$ cat src/rtl/way_replace_if.sv
// Lookup / fill handshake bundle between the cache datapath and the way replacement controller.
interface way_replace_if #(
  parameter int INDEX_W = 4
);
  logic               req_valid;
  logic               req_ready;
  logic [INDEX_W-1:0] req_index;
  logic               req_hit;
  logic               req_hit_way;
  logic               victim_way;
  logic               fill_req;
  logic [INDEX_W-1:0] fill_index;
  logic               fill_done;
  logic               wr_en;
  logic [15:0]        miss_count;
  logic [15:0]        hit_count;

  modport slave (
    input  req_valid, req_index, req_hit, req_hit_way, fill_done,
    output req_ready, victim_way, fill_req, fill_index, wr_en, miss_count, hit_count
  );

  modport master (
    output req_valid, req_index, req_hit, req_hit_way, fill_done,
    input  req_ready, victim_way, fill_req, fill_index, wr_en, miss_count, hit_count
  );
endinterface

$ cat src/rtl/way_replace_ctrl.sv
// Two-way cache replacement controller: one LRU bit per set, miss -> fill -> commit sequencing,
// saturating hit/miss statistics. All outputs are registered.
module way_replace_ctrl #(
  parameter int NUM_SETS = 16,
  parameter int INDEX_W  = 4
) (
  input  logic         clk,
  input  logic         rst_n,
  way_replace_if.slave if_bus
);

  typedef enum logic [1:0] {
    IDLE   = 2'd0,
    FILL   = 2'd1,
    COMMIT = 2'd2
  } state_t;

  state_t              r_state;
  logic                r_ready;
  logic                r_victim_way;
  logic                r_fill_req;
  logic                r_wr_en;
  logic [INDEX_W-1:0]  r_fill_index;
  logic [15:0]         r_miss_count;
  logic [15:0]         r_hit_count;
  logic [NUM_SETS-1:0] r_lru;

  logic                w_accept;
  logic                w_lru_we;
  logic [INDEX_W-1:0]  w_lru_idx;
  logic                w_lru_d;
  logic [NUM_SETS-1:0] w_lru_next;

  // r_ready mirrors "state is IDLE" but stays low for the first cycle out of reset.
  assign w_accept = if_bus.req_valid & r_ready;

  // A commit and an accepted hit can never coincide: hits are only accepted in IDLE.
  always_comb begin
    w_lru_we  = 1'b0;
    w_lru_idx = if_bus.req_index;
    w_lru_d   = ~if_bus.req_hit_way;
    if (r_state == COMMIT) begin
      w_lru_we  = 1'b1;
      w_lru_idx = r_fill_index;
      w_lru_d   = ~r_victim_way;
    end else if (w_accept && if_bus.req_hit) begin
      w_lru_we  = 1'b1;
    end
  end

  genvar gi;
  generate
    for (gi = 0; gi < NUM_SETS; gi++) begin : g_lru
      assign w_lru_next[gi] = (w_lru_we && (w_lru_idx == INDEX_W'(gi))) ? w_lru_d : r_lru[gi];
    end
  endgenerate

  always_ff @(posedge clk or negedge rst_n) begin
    if (!rst_n) begin
      r_state      <= IDLE;
      r_ready      <= 1'b0;
      r_victim_way <= 1'b0;
      r_fill_req   <= 1'b0;
      r_wr_en      <= 1'b0;
      r_fill_index <= '0;
      r_miss_count <= '0;
      r_hit_count  <= '0;
      r_lru        <= '0;
    end else begin
      r_lru   <= w_lru_next;
      r_wr_en <= 1'b0;
      case (r_state)
        IDLE: begin
          r_ready <= 1'b1;
          if (w_accept) begin
            if (if_bus.req_hit) begin
              if (r_hit_count != 16'hFFFF) r_hit_count <= r_hit_count + 16'd1;
            end else begin
              r_fill_index <= if_bus.req_index;
              r_victim_way <= r_lru[if_bus.req_index];
              if (r_miss_count != 16'hFFFF) r_miss_count <= r_miss_count + 16'd1;
              r_state      <= FILL;
              r_ready      <= 1'b0;
              r_fill_req   <= 1'b1;
            end
          end
        end
        FILL: begin
          if (if_bus.fill_done) begin
            r_state    <= COMMIT;
            r_fill_req <= 1'b0;
            r_wr_en    <= 1'b1;
          end
        end
        COMMIT: begin
          r_state <= IDLE;
          r_ready <= 1'b1;
        end
        default: begin
          r_state    <= IDLE;
          r_ready    <= 1'b1;
          r_fill_req <= 1'b0;
        end
      endcase
    end
  end

  assign if_bus.req_ready  = r_ready;
  assign if_bus.victim_way = r_victim_way;
  assign if_bus.fill_req   = r_fill_req;
  assign if_bus.fill_index = r_fill_index;
  assign if_bus.wr_en      = r_wr_en;
  assign if_bus.miss_count = r_miss_count;
  assign if_bus.hit_count  = r_hit_count;

endmodule

$ cat src/flat_wrapper.sv
// flat-port wrapper written by rule: the top's interface ports become plain ports
module way_replace_ctrl_flat 
#(
  parameter int NUM_SETS = 16,
  parameter int INDEX_W  = 4
)
  (clk, rst_n, if_bus_req_valid, if_bus_req_index, if_bus_req_hit, if_bus_req_hit_way, if_bus_fill_done, if_bus_req_ready, if_bus_victim_way, if_bus_fill_req, if_bus_fill_index, if_bus_wr_en, if_bus_miss_count, if_bus_hit_count);
  way_replace_if #(.INDEX_W(INDEX_W)) if_bus_i ();
  input  logic clk;
  input  logic rst_n;
  input wire logic [$bits(if_bus_i.req_valid)-1:0] if_bus_req_valid;
  input wire logic [$bits(if_bus_i.req_index)-1:0] if_bus_req_index;
  input wire logic [$bits(if_bus_i.req_hit)-1:0] if_bus_req_hit;
  input wire logic [$bits(if_bus_i.req_hit_way)-1:0] if_bus_req_hit_way;
  input wire logic [$bits(if_bus_i.fill_done)-1:0] if_bus_fill_done;
  output wire logic [$bits(if_bus_i.req_ready)-1:0] if_bus_req_ready;
  output wire logic [$bits(if_bus_i.victim_way)-1:0] if_bus_victim_way;
  output wire logic [$bits(if_bus_i.fill_req)-1:0] if_bus_fill_req;
  output wire logic [$bits(if_bus_i.fill_index)-1:0] if_bus_fill_index;
  output wire logic [$bits(if_bus_i.wr_en)-1:0] if_bus_wr_en;
  output wire logic [$bits(if_bus_i.miss_count)-1:0] if_bus_miss_count;
  output wire logic [$bits(if_bus_i.hit_count)-1:0] if_bus_hit_count;
  assign if_bus_i.req_valid = if_bus_req_valid;
  assign if_bus_i.req_index = if_bus_req_index;
  assign if_bus_i.req_hit = if_bus_req_hit;
  assign if_bus_i.req_hit_way = if_bus_req_hit_way;
  assign if_bus_i.fill_done = if_bus_fill_done;
  assign if_bus_req_ready = if_bus_i.req_ready;
  assign if_bus_victim_way = if_bus_i.victim_way;
  assign if_bus_fill_req = if_bus_i.fill_req;
  assign if_bus_fill_index = if_bus_i.fill_index;
  assign if_bus_wr_en = if_bus_i.wr_en;
  assign if_bus_miss_count = if_bus_i.miss_count;
  assign if_bus_hit_count = if_bus_i.hit_count;
  way_replace_ctrl #(.NUM_SETS(NUM_SETS), .INDEX_W(INDEX_W)) u_core (.clk(clk), .rst_n(rst_n), .if_bus(if_bus_i));
endmodule
$ cat config.mk
export PLATFORM = sky130hd
export DESIGN_NAME = way_replace_ctrl_flat
export DESIGN_NICKNAME = d
export VERILOG_FILES = /design/src/rtl/way_replace_if.sv /design/src/rtl/way_replace_ctrl.sv /design/src/flat_wrapper.sv
export SDC_FILE = /design/constraint.sdc
export NUM_CORES = 1
export LEC_CHECK = 0
export BUFFER_PORTS_ARGS = -buffer_cell sky130_fd_sc_hd__buf_2
export CORE_ASPECT_RATIO = 0.6
export CORE_MARGIN = 2
export CORE_UTILIZATION = 25
export DETAILED_ROUTE_END_ITERATION = 16
export GPL_TIMING_DRIVEN = 0
export PLACE_DENSITY = 0.47
export RECOVER_POWER = 50
export SYNTH_ARGS = -nofsm -noshare
export SYNTH_HDL_FRONTEND = slang
export SYNTH_SLANG_ARGS = --single-unit
$ cat constraint.sdc
create_clock -name clk -period 2.44 [get_ports clk]
set_input_delay 0.244 -clock clk [delete_from_list [all_inputs] [get_ports clk]]
set_output_delay 0.244 -clock clk [all_outputs]
set_load 0.02 [all_outputs]
==> results.toml <==
[outcome]
outcome = "finished, violations left"
violations = "max-capacitance violations, max-slew violations"

[hold_path]
hold_path_class = "input pin to register"
hp-start = "if_bus_fill_done"
min_delay_path_depth = 2
hold_path_end = "u_core.r_state[0]"

[layout]
diodes = 0
drive_gt1_frac = 0.2344
syn_to_final_growth_pct = 22.52
multiInputGateArea_mm2 = 0.001458
fill_cells = 1232
fin_area_mm2 = 0.003662
regArea_mm2 = 0.001451
num-nets-final = 344

[setup_path]
worst-path-buf-inv = 2
cpPeakStageDelay_ns = 0.39
path_max_fanout = 10
crit_type = "register to register"
worst_ep_required_time_ns = 2.65
start_kind = "register"
arrival_ns = 2.39
end_kind = "register"
ff2ff_setup_slack_ns = 0.26
crit_chain = "clkbuf_2 -> nand2b_1 -> buf_2 -> mux2i_1 -> nor3b_1 -> mux2_2"
slowest_stage = "mux2i_1"
r2r_cells = 6
r2r_start = "u_core.r_state[0]"
reg2reg_to = "u_core.r_lru[12]"
crit_family = "multiplexers"

[detailed_routing]
drtIter0Drc = 113
firstDrtPassIters = 4
routedWlPerCell_um = 14.68
dr_total_vias = 2290
wl_mm = 7.298
ant_nets = 0
drc = 0
viasPerCell = 4.608

[sta]
rsz0062_at_grt = "no"
finalSetupTns_ns = 0
fmax_mhz = 458.2
finalHoldViolCount = 0
fin_skew_ns = 0.006843
setup_viol = 0
worst_slew_pin_slew_ns = 1.522
max_slew_margin = -0.01482
period_share = 0.8944
fin_ws_ns = 0.2578
slew_viol_final = 59
finalCriticalPeriod_ns = 2.182

[logic_synthesis]
synth-seq-cells = 58
synthCells = 275
async_flop_share = 1.000
synth_area_leaders = "dfrtp_1 (49%), mux2_2 (6.8%), xor2_1 (4.4%)"
yosysSeqAreaShare = 0.4856
syn-mean-instance-area_um2 = 10.87
synth_top_cell_by_area = "dfrtp_1"
yosysTopAreaCellShare = 0.4856
synthesis.nets = 287
synthesis.area_mm2 = 0.002989
dominantRegCellSynth = "dfrtp_1"
synthDistinctLibCells = 50
synth-edff-count = 0
ys_warn_count = 0

[global_routing]
antenna_found_initial = 0
grt_util_met3 = 0.04639
grtUsageMet2 = 0.1580
globalRouteMet1Util = 0.1759
grt_max_degree = 59
gr-total-overflow = 0
grt_pass1_wl_mm = 11.77
grt_pass1_vias = 2118
busiest_layer = "met1"
grt_util_all_layers = 0.1199

[clock_tree]
clock_latency_ns = 0.33
cts-root-buf = "clkbuf_16"
clk_pin_slew_ns = 0.05
cts_resized = 0
cts_buffer_depth = 2
clkSinkCount = 58
cts-buffers-inserted = 9
cts_tree = "built"
holdBufCountCts = 0
cts-htree-levels = 3
post_cts_buffers = 0

[placed_design]
dp_hpwl_mm = 5.192
placed_cell_area_mm2 = 0.003422
post-place-ws_ns = 0.2993
portBuffers = 46
place.gp.congestion = 0.7960

[die]
std_cell_rows = 30
die_y_um = 88.70
pin_count = 50
die-area_mm2 = 0.01288
start_util = 0.2602
die_w_um = 145.2
core_area_mm2 = 0.01149

[flow_run]
maxCapViolations = 1

[pwr]
power_w = 0.003420
leakagePower_nw = 1.631
pwr_density_cell_mw_per_mm2 = 933.9
peakVddDrop_mv = 0.3441
==> flip-flops by register name (all words and copies together) (netlist names) <==
signal	cells
u_core.if_bus.hit_count	16
u_core.if_bus.miss_count	16
u_core.r_lru	16
u_core.if_bus.fill_index	4
u_core.r_state	2
u_core.if_bus.fill_req	1
u_core.if_bus.req_ready	1
u_core.if_bus.victim_way	1
u_core.if_bus.wr_en	1
==> metrics by stage <==
stage          hold WS [ns]  cells  utilization
2_1_floorplan      -0.05159    275            -
3_3_place_gp         0.4701    481       0.2977
3_5_place_dp         0.3768    481       0.2979
4_1_cts             0.02311    497       0.3210
5_1_grt              0.1501    497       0.3188
6_report             0.1324    497       0.3188
==> final cells by class <==
class / instances / share of cell area
Sequential cell: 58 / 0.3963
Inverter: 7 / 0.007175
Timing Repair Buffer: 46 / 0.05671
Clock buffer: 13 / 0.06833
Clock inverter: 3 / 0.004100
Buffer: 11 / 0.01469
Multi-Input combinational cell: 199 / 0.3980
Tap cell: 160 / 0.05466
==> worst max-delay path by stage <==
stage / startpoint / to / slack [ns] / cells after the start
CTS: u_core.r_state[0] / u_core.r_lru[12] / 0.28 / 6
detailed placement: u_core.r_state[0] / u_core.r_lru[12] / 0.30 / 6
finish: u_core.r_state[0] / u_core.r_lru[12] / 0.26 / 6
global route: u_core.r_state[1] / u_core.r_lru[12] / 0.07 / 6
floorplan: u_core.if_bus.miss_count[0] / u_core.if_bus.miss_count[1] / 0.38 / 6
global placement: u_core.r_state[0] / u_core.r_lru[12] / 0.28 / 6
==> synth_stat cells, types with 2 or more instances <==
| library cell | instances |
|---|---|
| dfrtp_1 | 58 |
| nand3_1 | 24 |
| nand2_1 | 19 |
| mux2_2 | 18 |
| xor2_1 | 15 |
| nor2_1 | 13 |
| xnor2_1 | 13 |
| nor4_1 | 8 |
| o21ai_0 | 8 |
| inv_1 | 7 |
| mux2i_1 | 7 |
| nand4_1 | 7 |
| nor3_1 | 6 |
| a31oi_1 | 5 |
| and3_1 | 5 |
| clkbuf_1 | 5 |
| a211oi_1 | 4 |
| nor4bb_1 | 4 |
| a31o_2 | 3 |
| buf_2 | 3 |
| nand2b_1 | 3 |
| nor4b_1 | 3 |
| a21oi_1 | 2 |
| ha_1 | 2 |
| mux4_2 | 2 |
| nand3b_1 | 2 |
| nand4_2 | 2 |
| nor2b_1 | 2 |
| nor3b_1 | 2 |
| o2111ai_1 | 2 |
| or2_2 | 2 |
==> logic make-up after synthesis <==
logic type,count (synthesis),synth area share
buf+inv,18,0.02679
flops,58,0.4856
fa+ha+maj,2,0.008370
mux,28,0.1113
simple gates,112,0.2202
xor+xnor,28,0.08204
compound gates,29,0.06573
==> where the power goes <==
| part | switching [W] | total [W] | leakage, nW | internal (W) |
|---|---|---|---|---|
| sequential | 0.000225 | 0.00144 | 0.751 | 0.00121 |
| clock | 0.000427 | 0.00114 | 0.133 | 0.000709 |
| combinational | 0.000488 | 0.000847 | 0.747 | 0.000359 |
| total | 0.00114 | 0.00342 | 1.63 | 0.00228 |
==> per-layer routing <==
metal,wire [µm],vias to the layer above
li1,-,1129
met2,2883,33
met4,87,0
met3,316,9
met1,4012,1119
met5,0,-
==> worst register-to-register path: stages (launching register included) <==
cell      delay (ns)
dfrtp_1         0.34
clkbuf_2        0.20
nand2b_1        0.24
buf_2           0.25
mux2i_1         0.39
nor3b_1         0.28
mux2_2          0.36
==> cell usage in the layout, fill, tap and decap left out, types with 5 or more instances in the layout <==
cell | synthesis | routed
nor3_1 | 6 | 6
xor2_1 | 15 | 15
mux2_2 | 18 | 18
clkbuf_1 | 5 | 26
nand4_1 | 7 | 7
dfrtp_1 | 58 | 58
clkbuf_16 | 0 | 9
buf_2 | 3 | 30
xnor2_1 | 13 | 13
a31oi_1 | 5 | 5
inv_1 | 7 | 7
nand2_1 | 19 | 19
o21ai_0 | 8 | 8
nor4_1 | 8 | 8
and3_1 | 5 | 5
nand3_1 | 24 | 24
mux2i_1 | 7 | 7
nor2_1 | 13 | 13
Note: power is estimated with default switching activity, not from simulation.
